$ cat config.mk
export PLATFORM = sky130hd
export DESIGN_NAME = out_index_counter_flat
export DESIGN_NICKNAME = d
export VERILOG_FILES = /design/src/rtl/out_index_counter_pkg.sv /design/src/rtl/out_index_counter_if.sv /design/src/rtl/out_index_counter_edge.sv /design/src/rtl/out_index_counter.sv /design/src/flat_wrapper.sv
export SDC_FILE = /design/constraint.sdc
export NUM_CORES = 1
export LEC_CHECK = 0
export CORE_UTILIZATION = 45
export CTS_CLUSTER_SIZE = 25
export DETAILED_ROUTE_END_ITERATION = 10
export GPL_TIMING_DRIVEN = 1
export PLACE_DENSITY = 0.74
export SETUP_SLACK_MARGIN = 0.2
export SLEW_MARGIN = 10
export SYNTH_ARGS = -nofsm -noshare
export SYNTH_HDL_FRONTEND = slang
export SYNTH_SLANG_ARGS = --single-unit
$ cat constraint.sdc
create_clock -name clk -period 5.04 [get_ports clk]
set_input_delay 1.512 -clock clk [delete_from_list [all_inputs] [get_ports clk]]
set_output_delay 1.512 -clock clk [all_outputs]
set_load 0.005 [all_outputs]
$ cat src/rtl/out_index_counter_pkg.sv
// Shared types and default widths for the three-level output-index counter.
// Latency: n/a (package only).
// Backpressure: n/a (package only).
package out_cnt_pkg;

    // Default index widths (column / row / channel).
    localparam int OUT_COL_W = 5;
    localparam int OUT_ROW_W = 5;
    localparam int OUT_CH_W  = 6;

    // Counter FSM states.
    typedef enum logic [1:0] {
        ST_IDLE = 2'd0,
        ST_RUN  = 2'd1,
        ST_DONE = 2'd2
    } out_cnt_state_e;

endpackage

$ cat src/rtl/out_index_counter_if.sv
// Control/limit/index bundle between the accumulator array, the counter and write-back.
// Latency: n/a (wires only).
// Backpressure: none; cout is a fire-and-forget strobe.
//
// master: drives clear/start/cout and the limits, observes indices and status.
// slave : the counter itself.
interface out_index_counter_if
    import out_cnt_pkg::*;
#(
    parameter int COL_W = OUT_COL_W,
    parameter int ROW_W = OUT_ROW_W,
    parameter int CH_W  = OUT_CH_W
);
    logic             clear;
    logic             start;
    logic             cout;
    logic [COL_W-1:0] col_max;
    logic [ROW_W-1:0] row_max;
    logic [CH_W-1:0]  ch_max;
    logic [COL_W-1:0] col;
    logic [ROW_W-1:0] row;
    logic [CH_W-1:0]  ch;
    logic             busy;
    logic             last;
    logic             complete;
    logic             done;

    modport master (
        output clear, start, cout, col_max, row_max, ch_max,
        input  col, row, ch, busy, last, complete, done
    );

    modport slave (
        input  clear, start, cout, col_max, row_max, ch_max,
        output col, row, ch, busy, last, complete, done
    );

endinterface

$ cat src/rtl/out_index_counter_edge.sv
// Rising-edge detector: pulse is high for the first cycle that in is high.
// Latency: pulse is combinational from in; one register holds the previous value.
// Backpressure: none.
//
// Ports: clk, rst (async active-high), in (level), pulse (in & ~previous in).
module out_cnt_edge (
    input  logic clk,
    input  logic rst,
    input  logic in,
    output logic pulse
);
    logic in_q;
    logic in_d;

    always_comb begin
        in_d = in;
    end

    always_ff @(posedge clk or posedge rst) begin
        if (rst) begin
            in_q <= 1'b0;
        end else begin
            in_q <= in_d;
        end
    end

    assign pulse = in & ~in_q;

endmodule

$ cat src/rtl/out_index_counter.sv
// Nested column/row/channel output-index counter advanced by cout, with done/complete.
// Latency: 1 cycle from a qualified cout (or start/clear) to registered indices/status.
// Backpressure: none; cout is ignored outside RUN, and dropped when start/clear coincide.
//
// Ports: clk, rst (async active-high), bus (out_index_counter_if.slave):
//   clear/start/cout + col_max/row_max/ch_max in; col/row/ch, busy, last, complete, done out.
// Build option: define OUT_CNT_EDGE_DETECT_EN to count only rising edges of cout
// (a held cout counts once); otherwise every RUN cycle with cout high counts.
module out_index_counter
    import out_cnt_pkg::*;
#(
    parameter int COL_W = OUT_COL_W,
    parameter int ROW_W = OUT_ROW_W,
    parameter int CH_W  = OUT_CH_W
) (
    input  logic                clk,
    input  logic                rst,
    out_index_counter_if.slave  bus
);

    out_cnt_state_e   state_q, state_d;
    logic [COL_W-1:0] col_q, col_d;
    logic [ROW_W-1:0] row_q, row_d;
    logic [CH_W-1:0]  ch_q, ch_d;
    logic [COL_W-1:0] col_max_q, col_max_d;
    logic [ROW_W-1:0] row_max_q, row_max_d;
    logic [CH_W-1:0]  ch_max_q, ch_max_d;
    logic             busy_q, busy_d;
    logic             complete_q, complete_d;
    logic             done_q, done_d;

    logic             stb;
    logic             col_at_max;
    logic             row_at_max;
    logic             ch_at_max;
    logic             last;

`ifdef OUT_CNT_EDGE_DETECT_EN
    out_cnt_edge u_edge (
        .clk   (clk),
        .rst   (rst),
        .in    (bus.cout),
        .pulse (stb)
    );
`else
    assign stb = bus.cout;
`endif

    // All comparisons use the limits captured at start, never the live inputs.
    assign col_at_max = (col_q == col_max_q);
    assign row_at_max = (row_q == row_max_q);
    assign ch_at_max  = (ch_q  == ch_max_q);
    assign last       = (state_q == ST_RUN) && col_at_max && row_at_max && ch_at_max;

    always_comb begin
        state_d    = state_q;
        col_d      = col_q;
        row_d      = row_q;
        ch_d       = ch_q;
        col_max_d  = col_max_q;
        row_max_d  = row_max_q;
        ch_max_d   = ch_max_q;
        busy_d     = busy_q;
        complete_d = complete_q;
        done_d     = 1'b0;

        if (bus.clear) begin
            state_d    = ST_IDLE;
            col_d      = '0;
            row_d      = '0;
            ch_d       = '0;
            busy_d     = 1'b0;
            complete_d = 1'b0;
        end else if (bus.start) begin
            // Restart from any state; a coincident strobe is intentionally dropped.
            state_d    = ST_RUN;
            col_max_d  = bus.col_max;
            row_max_d  = bus.row_max;
            ch_max_d   = bus.ch_max;
            col_d      = '0;
            row_d      = '0;
            ch_d       = '0;
            busy_d     = 1'b1;
            complete_d = 1'b0;
        end else if ((state_q == ST_RUN) && stb) begin
            if (last) begin
                // Final pixel: indices hold at their limits rather than wrapping.
                state_d    = ST_DONE;
                busy_d     = 1'b0;
                complete_d = 1'b1;
                done_d     = 1'b1;
            end else if (!col_at_max) begin
                col_d = col_q + COL_W'(1);
            end else begin
                col_d = '0;
                if (!row_at_max) begin
                    row_d = row_q + ROW_W'(1);
                end else begin
                    // ch cannot exceed ch_max here because last was low.
                    row_d = '0;
                    ch_d  = ch_q + CH_W'(1);
                end
            end
        end
    end

    always_ff @(posedge clk or posedge rst) begin
        if (rst) begin
            state_q    <= ST_IDLE;
            col_q      <= '0;
            row_q      <= '0;
            ch_q       <= '0;
            col_max_q  <= '0;
            row_max_q  <= '0;
            ch_max_q   <= '0;
            busy_q     <= 1'b0;
            complete_q <= 1'b0;
            done_q     <= 1'b0;
        end else begin
            state_q    <= state_d;
            col_q      <= col_d;
            row_q      <= row_d;
            ch_q       <= ch_d;
            col_max_q  <= col_max_d;
            row_max_q  <= row_max_d;
            ch_max_q   <= ch_max_d;
            busy_q     <= busy_d;
            complete_q <= complete_d;
            done_q     <= done_d;
        end
    end

    assign bus.col      = col_q;
    assign bus.row      = row_q;
    assign bus.ch       = ch_q;
    assign bus.busy     = busy_q;
    assign bus.last     = last;
    assign bus.complete = complete_q;
    assign bus.done     = done_q;

endmodule
$ cat src/flat_wrapper.sv
// flat-port wrapper written by rule: the top's interface ports become plain ports
module out_index_counter_flat import out_cnt_pkg::*;
#(
    parameter int COL_W = OUT_COL_W,
    parameter int ROW_W = OUT_ROW_W,
    parameter int CH_W  = OUT_CH_W
)
  (clk, rst, bus_clear, bus_start, bus_cout, bus_col_max, bus_row_max, bus_ch_max, bus_col, bus_row, bus_ch, bus_busy, bus_last, bus_complete, bus_done);
  out_index_counter_if #(.COL_W(COL_W), .ROW_W(ROW_W), .CH_W(CH_W)) bus_i ();
  input  logic clk;
  input  logic rst;
  input wire logic [$bits(bus_i.clear)-1:0] bus_clear;
  input wire logic [$bits(bus_i.start)-1:0] bus_start;
  input wire logic [$bits(bus_i.cout)-1:0] bus_cout;
  input wire logic [$bits(bus_i.col_max)-1:0] bus_col_max;
  input wire logic [$bits(bus_i.row_max)-1:0] bus_row_max;
  input wire logic [$bits(bus_i.ch_max)-1:0] bus_ch_max;
  output wire logic [$bits(bus_i.col)-1:0] bus_col;
  output wire logic [$bits(bus_i.row)-1:0] bus_row;
  output wire logic [$bits(bus_i.ch)-1:0] bus_ch;
  output wire logic [$bits(bus_i.busy)-1:0] bus_busy;
  output wire logic [$bits(bus_i.last)-1:0] bus_last;
  output wire logic [$bits(bus_i.complete)-1:0] bus_complete;
  output wire logic [$bits(bus_i.done)-1:0] bus_done;
  assign bus_i.clear = bus_clear;
  assign bus_i.start = bus_start;
  assign bus_i.cout = bus_cout;
  assign bus_i.col_max = bus_col_max;
  assign bus_i.row_max = bus_row_max;
  assign bus_i.ch_max = bus_ch_max;
  assign bus_col = bus_i.col;
  assign bus_row = bus_i.row;
  assign bus_ch = bus_i.ch;
  assign bus_busy = bus_i.busy;
  assign bus_last = bus_i.last;
  assign bus_complete = bus_i.complete;
  assign bus_done = bus_i.done;
  out_index_counter #(.COL_W(COL_W), .ROW_W(ROW_W), .CH_W(CH_W)) u_core (.clk(clk), .rst(rst), .bus(bus_i));
endmodule
==> out/results.md <==
| Group | Metric | Value |
|---|---|---|
| layout | Ant. Diodes | 0 |
| timing | Max-slew violation total from the final report | 0 |
| yosys | Yosys warning total | 0 |
| critical path | Kind of end point of the critical path | primary output |
| place | Weighted congestion reported at the end of routability-driven placement | 0.774 |
| critical path | Worst reg2reg setup slack | 2950 ps |
| yosys | Distinct cells, synth | 41 |
| clock tree | Count of clock tree sinks | 35 |
| critical path | Required time of the critical path | 3530 ps |
| global routing | Via count of the first global-routing pass | 1381 |
| critical path | Largest fanout on the critical path | 7 |
| timing | Slew Limit Headroom | 62.7% |
| timing | Crit share post-route | 74.0% |
| global routing | Maximum number of pins on one net before global-route repair | 36 |
| yosys | Top cells by instance count after synthesis | dfrtp_1, mux2_2, nand2_1, xor2_1, nand3_1 |
| pwr | Leak Pwr | 1.02 nW |
| timing | Final Hold Viols | 0 |
| yosys | FF+latch count, synth | 35 |
| clock tree | Buffer levels on the longest clock path | 2 |
| yosys | Sequential area share after synthesis | 45.9% |
| layout | Layout Area Growth over Synthesis | 28.6% |
| place | Cell area after placement | 2340 um^2 |
| clock tree | Library cell used as clock root buffer | clkbuf_8 |
| yosys | Count leader, synth | dfrtp_1 |
| die | Count of boundary I/O pins | 41 |
| timing | Worst-margin pin slew | 558 ps |
| clock tree | Number of buffers inserted by hold repair at cts | 0 |
| die | Die span in x | 67.1 um |
| critical path | Crit path kind | reg2out |
| yosys | Dominant cell type by area after synthesis | dfrtp_1 |
| clock tree | TritonCTS clock tree | yes |
| yosys | Post-Synthesis Cells | 177 |
| die | Floorplan row count | 23 |
| clock tree | Number of CTS-inserted buffers | 5 |
| routing | Number of remaining DRC errors | 0 |
| timing | Final-report setup violation count | 0 |
| routing | Detailed-route wire length per cell | 14.2 um |
| yosys | EDFF count, synth | 0 |
| critical path | Timing startpoint of the critical path | u_core.bus.col[3] |
| clock tree | Clock latency on the worst-skew pair | 290 ps |
| die | Total core area | 4030 um^2 |
| die | Height of the die | 67.1 um |
| timing | Worst clock skew | 5.91 ps |
| yosys | Cell area after technology mapping | 1910 um^2 |
| global routing | Tot GR Track Use | 19.9% |
| critical path | Launching element type of the critical path | register |
| timing | Tmin final | 3730 ps |
| layout | Final nets | 243 |
| routing | Via-per-instance ratio | 5.49 |
| yosys | FFs w/ async S/R, synth | 100% |
| min path | Class of the worst hold path | reg2reg |
| routing | Iteration count of the initial detailed-routing pass | 4 |
| critical path | R2r startpoint | u_core.bus.col[3] |
| critical path | CP Data Arrival Time | 2220 ps |
| die | Starting Density | 47.4% |
| timing | Unrepaired setup endpoints after global routing | no |
| place | Half-perimeter wire length after detailed placement | 2780 um |
| critical path | Worst-case reg-to-reg path depth | 5 |
| routing | Antenna violation net count after detailed routing | 0 |
| clock tree | Htree depth | 2 |
| pwr | Maximum vdd drop | 0.178 mV |
| yosys | Synthesized net count | 201 |
| layout | Layout cell share with drive strength beyond 1 | 16.8% |
| routing | Aggregate routed wire length | 3850 um |
| clock tree | Clock input transition at the sequential cells of the worst setup and hold paths | 70 ps |
| timing | Highest Clock Rate | 0.268 GHz |
| global routing | Global-route wire length before repair | 6540 um |
| routing | Number of DRC markers after the initial detailed-route iteration | 89 |
| yosys | Ranking of synthesized cells by area | dfrtp_1, mux2_2, xor2_1, nand3_1, nand2_1 |
| clock tree | Resized Gates After CTS | 0 |
| global routing | Initial antenna violation count | 0 |
| clock tree | Buffer count from post-CTS setup fixing | 0 |
| pwr | Power per cell area | 269 nW/um^2 |
| die | Die Footprint | 4510 um^2 |
| timing | Final total negative setup slack | 0 ps |
| yosys | Average instance area after synthesis | 10.8 um^2 |
| yosys | Top FF cell, synth | dfrtp_1 |
| layout | Final design area excluding fillers | 2450 um^2 |
| place | I/O Buffers | 40 |
| run status | Result of the run | completed |
| yosys | Yosys top cell area share | 45.9% |
| run | Maxcap violations | 0 |
| global routing | Global route overflow | 0 |
| pwr | Total power consumption of the routed design | 0.661 mW |
| routing | Count of vias placed by the detailed router | 1482 |
| critical path | Worst setup path endpoint | bus_last |
| critical path | Reg-to-reg critical path endpoint | u_core.bus.ch[3] |
## report_power, final
group	switching, mW	total [mW]	internal (mW)
clock network	0.0988	0.259	0.160
registers	0.0146	0.316	0.301
logic	0.0404	0.0870	0.0466
total	0.154	0.661	0.508
## flip-flops by register name, summed over array words and instances (netlist names)
signal and cells:
u_core.col_max_q 5, u_core.state_q 1, u_core.bus.ch 6, u_core.ch_max_q 6, u_core.row_max_q 5, u_core.bus.done 1
u_core.bus.row 5, u_core.bus.complete 1, u_core.bus.col 5
## worst max-delay path, cell delays in order (launching register included)
cell and delay, ps:
dfrtp_1 460, xor2_1 220, nor3_4 330, and2_2 270, and2_1 150, clkdlybuf4s50_1 490
## cells in the final DEF (no fill, tap or decap), types with 2 or more instances in the layout
cell / count
or3_1: 2
nand2b_1: 2
nor2b_1: 2
clkdlybuf4s50_1: 40
o31ai_1: 4
clkbuf_8: 6
o21ai_1: 2
nor3_2: 2
mux2_2: 16
a31oi_1: 3
mux2i_1: 3
a21oi_1: 11
nand2_1: 16
buf_4: 3
nor2_1: 3
o211ai_1: 3
nand3_1: 12
dfrtp_1: 35
o21a_1: 3
inv_1: 3
and2_1: 2
a22oi_1: 3
or2_2: 2
xor2_1: 16
or4_1: 8
ha_1: 3
## cell type report
type,instances,area [um^2]
flip-flops and latches,35,876
inverters,3,11.3
repair buffers,43,423
clock inverters,2,35.0
fillers,355,1570
clock buffers,6,82.6
well taps,50,62.6
multi-input cells,131,965
## through the flow
stage	worst slack, ps	cells	hold slack [ps]	util [%]
2_1_floorplan	1980	177	501	-
3_3_place_gp	1590	262	510	58.0
3_5_place_dp	1540	262	517	58.0
4_1_cts	1290	270	533	60.9
5_1_grt	1160	270	549	60.9
6_report	1310	270	525	60.9
## layer usage
layer / wire (um) / track usage [%] / vias to the layer above / part of all wire (%)
li1: - / - / 726 / -
met1: 1750 / 26.0 / 713 / 45
met2: 1840 / 31.4 / 38 / 48
met3: 196 / 3.89 / 5 / 5.1
met4: 62 / 9.57 / 0 / 1.6
met5: 0 / 0 / - / 0
## cell families (layout without fill, tap and decap cells)
family / after synthesis / in the layout / share of synthesized area, %
AO/OA/AOI/OAI: 31 / 31 / 10.3
XOR/XNOR: 16 / 16 / 7.34
AND/OR/NAND/NOR: 62 / 62 / 19.9
multiplexers: 19 / 19 / 11.0
adder cells (fa/ha/maj): 3 / 3 / 1.97
flip-flops: 35 / 35 / 45.9
buffers and inverters: 11 / 54 / 3.60
## worst min-delay path by stage
stage	cells after the start	to	from
6_report	1	u_core.ch_max_q[1]	u_core.ch_max_q[1]
2_1_floorplan	1	u_core.ch_max_q[0]	u_core.ch_max_q[0]
5_1_grt	1	u_core.col_max_q[0]	u_core.col_max_q[0]
4_1_cts	1	u_core.ch_max_q[1]	u_core.ch_max_q[1]
3_5_place_dp	1	u_core.ch_max_q[1]	u_core.ch_max_q[1]
3_3_place_gp	1	u_core.ch_max_q[1]	u_core.ch_max_q[1]
Power figures use the tool's default switching activity.
